$ cat src/rtl/fifo_read_ctrl.sv
// Read-domain pointer, empty and almost-empty controller for the async FIFO.
// Keeps the binary/Gray read pointer and flags empty with the two-flop style-2 scheme.
module fifo_read_ctrl #(
    parameter int DATADEPTH = 16,
    parameter int AE_THRESH = 2,
    localparam int AW = $clog2(DATADEPTH)
) (
    input  logic          r_clk,
    input  logic          r_rst,
    input  logic          r_en,
    input  logic [AW-1:0] G_W_address,
    input  logic          direction,
    output logic [AW-1:0] R_address,
    output logic [AW-1:0] G_R_address,
    output logic          r_empty,
    output logic          r_almost_empty,
    output logic          r_underflow
);

    localparam logic [AW:0] DEPTH_L = DATADEPTH[AW:0];
    localparam logic [AW:0] AE_L    = AE_THRESH[AW:0];

    function automatic logic [AW-1:0] gray2bin(input logic [AW-1:0] g);
        logic [AW-1:0] b;
        b[AW-1] = g[AW-1];
        for (int i = AW - 2; i >= 0; i--) begin
            b[i] = b[i+1] ^ g[i];
        end
        return b;
    endfunction

    logic [AW-1:0] rbin;
    logic [AW-1:0] rbin_next;
    logic [AW-1:0] rgray_next;
    logic [AW-1:0] wg1;
    logic [AW-1:0] wg2;
    logic [AW-1:0] wbin_s_next;
    logic [AW:0]   level_next;
    logic          rd_ok;
    logic          aempty;
    logic          aempty_next;
    logic          empty_set;
    logic          empty_next;
    logic          rempty1;
    logic          ae_q;

    // Handshake: r_en is a request; a read is accepted (head word consumed,
    // pointer advanced) on every r_clk edge where r_en=1 and r_empty=0.
    // A request while r_empty=1 is dropped and reported on r_underflow.
    always_comb begin
        rd_ok       = r_en & ~r_empty;
        rbin_next   = rbin + {{(AW-1){1'b0}}, rd_ok};
        rgray_next  = rbin_next ^ (rbin_next >> 1);
        aempty      = (G_R_address == G_W_address) & ~direction;
        aempty_next = (rgray_next == G_W_address) & ~direction;
        empty_set   = aempty | ~r_rst;
        empty_next  = rempty1 | aempty_next;
        wbin_s_next = gray2bin(wg1);
        level_next  = {1'b0, wbin_s_next - rbin_next};
        // Equal synchronised pointers with a non-empty FIFO can only mean full.
        if ((level_next == '0) && !empty_next) begin
            level_next = DEPTH_L;
        end
    end

    always_ff @(posedge r_clk or negedge r_rst) begin
        if (!r_rst) begin
            rbin        <= '0;
            G_R_address <= '0;
            wg1         <= '0;
            wg2         <= '0;
            ae_q        <= 1'b1;
            r_underflow <= 1'b0;
        end else begin
            rbin        <= rbin_next;
            G_R_address <= rgray_next;
            wg1         <= G_W_address;
            wg2         <= wg1;
            ae_q        <= empty_next | (level_next <= AE_L);
            r_underflow <= r_en & r_empty;
        end
    end

    // Preset is level-driven by the pointer compare: assertion is immediate,
    // release walks through rempty1 so r_empty falls two edges after aempty.
    always_ff @(posedge r_clk or posedge empty_set) begin
        if (empty_set) begin
            rempty1 <= 1'b1;
            r_empty <= 1'b1;
        end else begin
            rempty1 <= 1'b0;
            r_empty <= rempty1;
        end
    end

    assign R_address      = rbin;
    assign r_almost_empty = ae_q | r_empty;

endmodule

$ cat config.mk
export PLATFORM = sky130hd
export DESIGN_NAME = fifo_read_ctrl
export DESIGN_NICKNAME = d
export VERILOG_FILES = /design/src/rtl/fifo_read_ctrl.sv
export SDC_FILE = /design/constraint.sdc
export NUM_CORES = 1
export LEC_CHECK = 0
export BUFFER_PORTS_ARGS = -buffer_cell sky130_fd_sc_hd__buf_2
export CORE_MARGIN = 2
export CORE_UTILIZATION = 35
export CTS_CLUSTER_DIAMETER = 120
export DETAILED_ROUTE_END_ITERATION = 7
export GPL_ROUTABILITY_DRIVEN = 0
export SLEW_MARGIN = 20
export SYNTH_ARGS = -nofsm -noshare
export SYNTH_HDL_FRONTEND = slang
export SYNTH_SLANG_ARGS = --single-unit
$ cat constraint.sdc
create_clock -name r_clk -period 0.8 [get_ports r_clk]
set_input_delay 0.04 -clock r_clk [delete_from_list [all_inputs] [get_ports r_clk]]
set_output_delay 0.04 -clock r_clk [all_outputs]
set_load 0.05 [all_outputs]
Word-level counts from Yosys, hierarchy flattened
Cells that the tools add are included.
Operators by class
  $add $sub $neg: 2
  magnitude comparators: 1
  equality and inequality tests: 2
  muxes and demuxes: 1
  bitwise gates (word level): 15
  reductions and logical operators: 3
Operator list (number)
  4-bit == test: 2
  5-bit by 2-bit <= comparator with 1-bit output (second input constant): 1
  5-bit two-way mux: 1
  4-bit by 1-bit adder with 4-bit output: 1
  1-bit bitwise AND: 4
  4-bit zero test: 1
  1-bit OR: 4
  4-bit subtractor: 1
  4-bit by 3-bit bitwise XOR with 4-bit output: 1
  1-bit inverter: 3
  1-bit bitwise XOR: 3
  1-bit logical AND: 1
  1-bit zero test: 1
Storage, ports and cells
  bits in registers: 16
  input bits: 8
  word-level logic and storage cells: 31

Depth between registers and ports, before layout
  depth in word-level cells: 12
  gate-level depth with buffers: 10

Least setup slack after synthesis
No wires, ideal clock.
  path type: register -> register
  start point: reg r_empty
  end point: reg ae_q
  library setup time: 0.084 ns
  arrival: 2.576 ns
  required time: 0.716 ns
  path slack: -1.860 ns
  cell stages (with the launch flop): 11
  buffers on the path: 1
  period minus slack after synthesis: 2.660 ns
  cells stage by stage: dfstp_2 > nor2b_1 > ha_1 > ha_1 > clkbuf_1 > xnor2_1 > ha_1 > a211oi_1 > a21oi_1 > xnor2_1 > a311o_2
On the way
  word-level cells in the longest chain between the ends: 12
  elaborated cells between the ends (all ways): 14
  classes of those cells: 2 x add/sub; 1 x order compare; 1 x eq/ne; 1 x mux; 6 x bitwise; 3 x reduce/logical
RTL lines
  start: declaration: RTL line 15  | output logic r_empty,
  start signal: assignment: RTL line 92  | r_empty <= rempty1;
  1-bit inverter (*): RTL line 51  | rd_ok = r_en & ~r_empty;
  1-bit bitwise AND (*): RTL line 51
  4-bit by 1-bit adder with 4-bit output (*): RTL line 52  | rbin_next = rbin + {{(AW-1){1'b0}}, rd_ok};
  via rbin_next[1]: RTL line 33  | logic [AW-1:0] rbin_next;
  4-bit by 3-bit bitwise XOR with 4-bit output: RTL line 53  | rgray_next = rbin_next ^ (rbin_next >> 1);
  4-bit == test: RTL line 55  | aempty_next = (rgray_next == G_W_address) & ~direction;
  1-bit bitwise AND: RTL line 55
  1-bit OR: RTL line 57  | empty_next = rempty1 | aempty_next;
  1-bit zero test: RTL line 61  | if ((level_next == '0) && !empty_next) begin
  1-bit logical AND: RTL line 61
  5-bit two-way mux: RTL line 61
  5-bit by 2-bit <= comparator with 1-bit output: RTL line 79  | ae_q <= empty_next | (level_next <= AE_L);
  1-bit OR (*): RTL line 79
  end signal: assignment: RTL line 79
  end: declaration: RTL line 45  | logic ae_q;
Mark *: on every way through the listed nets, which the timed path passes. The rest lies on a longest branch.

Worst setup path in the final report
Ends and elaborated chain as after synthesis.

==> metrics.txt <==
post-synthesis adder-cell area fraction under 10%; Worst-Skew Late Latency approximately 0.28 ns; Seq/Total Area, Yosys between 40% and 50%; Top Family by Delay on Critical Path flip-flops; H-tree depth 1; largest family of logic cells by synthesized area XOR/XNOR gates; Logic pwr share 76.6%; initial DRC count 3; number of global-route vias before repair between 700 and 800; DIE HEIGHT between 50 and 60 microns; Final min period 2.261 ns; area leader, netlist dfrtp_1; crit path max-delay cell type dfstp_2; Synth Register Bits 15; WP data arrival roughly 2.5 ns; Area Overhead vs Synth 109.6%; RSZ-0062 raised after global routing true; share of layout cells above drive strength 1 a little under three quarters; Fin Clk Skew a little over 0.003 ns; Final Total Pwr roughly 7.3 mW; failing checks negative setup slack; Post-DP HPWL ~1.3 mm; die width approximately 51 microns; Post-synth EDFFs 0; First-pass DRT Iterations 4; Routed WL roughly 2.4 mm; pin count of the biggest net entering global routing 9; PD cells approximately 4500 nW/um^2; Slew Viols, Final 0; IO Pins 19; CP Depth 8; Clk pwr share 5.9%; post-synthesis mux area share 1.284%; top cells by count, synth xnor2_1 (13), dfrtp_1 (12), xor2_1 (8); Leakage Power between 0.7 and 0.8 nW; GRT Total Usage 19.99%; Syn Inst Count between 60 and 70; post-synthesis xor/xnor area fraction about a quarter; asr flop ratio synth 100.0%; Vias ~740; worst path required time 1.03 ns; clk root buf clkbuf_4; hold crit path type primary input to async pin; initial antenna violation count 0; Fmax achieved ~440 MHz; Internal Power 4.270 mW; post-route setup slack -1.461 ns; Final nets approximately 150; Reg clk slew, reported paths about 0.09 ns; R2R Path Start r_empty$_DFF_PP1_; total grt overflow 0; multi-input combinational cell area about 580 sq um; TritonCTS clock tree yes; final setup violating endpoints 20; R2R cell count 8; top cell type's share of synthesized area around 39%; top-count cell post-synth xnor2_1; kind of end point of the critical path flop; end of the worst register-to-register path ae_q$_DFF_PN1_; initial core utilization a little over a third; die area between 2000 and 3000 sq um; Mapped Area roughly 780 sq um; Reg area 386.6 sq um; drt wl/cell around 15 microns; post-synthesis compound-gate area fraction under 10%; GRT met3 Usage 3.801%; CTS Buffer Depth 2; slowest stage delay, CP ~0.57 ns; diodes inserted 0; crit path buf inv count 0; Main synth FF type dfrtp_1; CP startpoint r_empty$_DFF_PP1_; clock sink count 15; met1 Usage GRT 24.77%; WS Path Type flop to flop; final hold violation count 0; vias per cell about 4.6; # DRC 0; Net Sw Power about 3.1 mW; met2 usage a little under a third; outcome complete, but fails checks; crit share post-route 282.7%; Yosys cell types 24; Yosys warning count 0; Worst Setup EP ae_q$_DFF_PN1_; global-route wire length before repair between 3 and 4 mm; Max-cap violations 0; busiest grt layer met2; Cell Rows 17; CP Max Fanout 4; # port buffers 18; crit-path cells nor2b_4 > ha_4 > ha_4 > xor2_4 > xor2_1 > or3_4 > a2111oi_4 > a311o_2; fin util 76.06%; cell mode on critical path ha_4; Reg2Reg Setup Slack -1.46 ns; Mapped Avg Cell Area 12.18 sq um; type of origin of the critical path flop; fillcell total 142; synthesized net count 76; Routed Antenna Nets 0; simple-gate share of the synthesized area between 6 and 7%; Num CTS Buffers 3; core area 2148 sq um; sequential power share 17.4%; worst vdd ir between 3000 and 4000 uV; top cells by area, synth dfrtp_1 (39%), xnor2_1 (15%), dfstp_2 (10%); switching part of the total power between 40% and 50%
-- worst reg2reg max path, stage by stage, from the launching register on --
cell and delay (ns):
dfstp_2 0.57, nor2b_4 0.05, ha_4 0.17, ha_4 0.17
xor2_4 0.17, xor2_1 0.18, or3_4 0.43, a2111oi_4 0.32
a311o_2 0.16
-- power groups by stage --
stage	Combinational (mW)	Sequential, mW	Clock, mW
floorplan	1.78	1.94	0
global placement	3.40	1.24	0
detailed placement	3.44	1.24	0
CTS	4.85	1.27	0.445
global route	5.98	1.30	0.484
finish	5.63	1.28	0.436
-- sequential cells by signal (all words and copies together), names as in the netlist --
register and flops:
G_R_address 4, R_address 3, ae_q 1, r_empty 1, r_underflow 1, rempty1 1, wg1 4
-- through the flow --
step | instances | area, sq um | setup slack [ns] | TNS [ns] | hold WS [ns]
6_report | 160 | 1634 | -1.461 | -9.940 | 0.03231
5_1_grt | 160 | 1634 | -1.541 | -10.75 | 0.05443
4_1_cts | 154 | 1494 | -1.372 | -8.720 | 0.01069
3_5_place_dp | 129 | 1106 | -1.422 | -6.048 | -0.1055
3_3_place_gp | 129 | 1106 | -1.443 | -5.998 | -0.09814
2_1_floorplan | 64 | 848.3 | -1.602 | -6.525 | -0.2556
-- cell type report --
| class | count | share of cell area, % |
|---|---|---|
| timing repair buffer | 66 | 36.98 |
| tap | 28 | 2.144 |
| sequential | 15 | 23.66 |
| inverter | 1 | 0.2297 |
| clock buffer | 4 | 1.608 |
| multi-input combinational | 46 | 35.38 |
-- worst min path at each step --
stage | start | to
floorplan | r_rst | G_R_address[0]$_DFF_PN0_
global placement | r_rst | r_underflow$_DFF_PN0_
detailed placement | r_rst | r_underflow$_DFF_PN0_
CTS | G_W_address[2] | r_empty$_DFF_PP1_
global route | G_W_address[2] | rempty1$_DFF_PP1_
finish | G_W_address[2] | rempty1$_DFF_PP1_
-- logic make-up (layout without fill, tap and decap cells) --
family                     after synthesis  after routing
AOI/OAI and AO/OA                        8              8
xor gates and xnor gates                22             22
other                                    1              1
and+or+nand+nor                         10             10
muxes                                    1              1
buffers and inverters                    3             71
DFF                                     15             15
adders and majority gates                4              4
-- cells in the final DEF (no fill, tap or decap), types with 2 or more instances in the layout --
master / instances
ha_4: 2
dfstp_2: 3
xor2_2: 2
buf_8: 5
xnor2_4: 2
buf_2: 7
buf_6: 19
dfrtp_1: 6
nor2_1: 2
xnor2_2: 6
a211oi_1: 2
clkbuf_4: 3
xnor2_1: 5
dfrtp_2: 6
buf_4: 28
dlygate4sd3_1: 7
xor2_1: 6
-- repair_timing --
| item | in CTS | in global routing |
|---|---|---|
| buffers inserted | 14 | 7 |
| endpoints found under the setup margin | 22 | 22 |
| hold buffers | 7 | 0 |
| resized for setup | 45 | 19 |
| pin swaps | 12 | 4 |
| hold endpoints to repair | 20 | 0 |
-- layer usage --
metal / wire length (microns) / part of all wire [%] / vias to the layer above
li1: - / - / 353
met4: 53 / 2.2 / 0
met2: 1344 / 55 / 13
met3: 76 / 3.1 / 6
met5: 0 / 0 / -
met1: 953 / 39 / 364
Note: power is estimated with default switching activity, not from simulation.
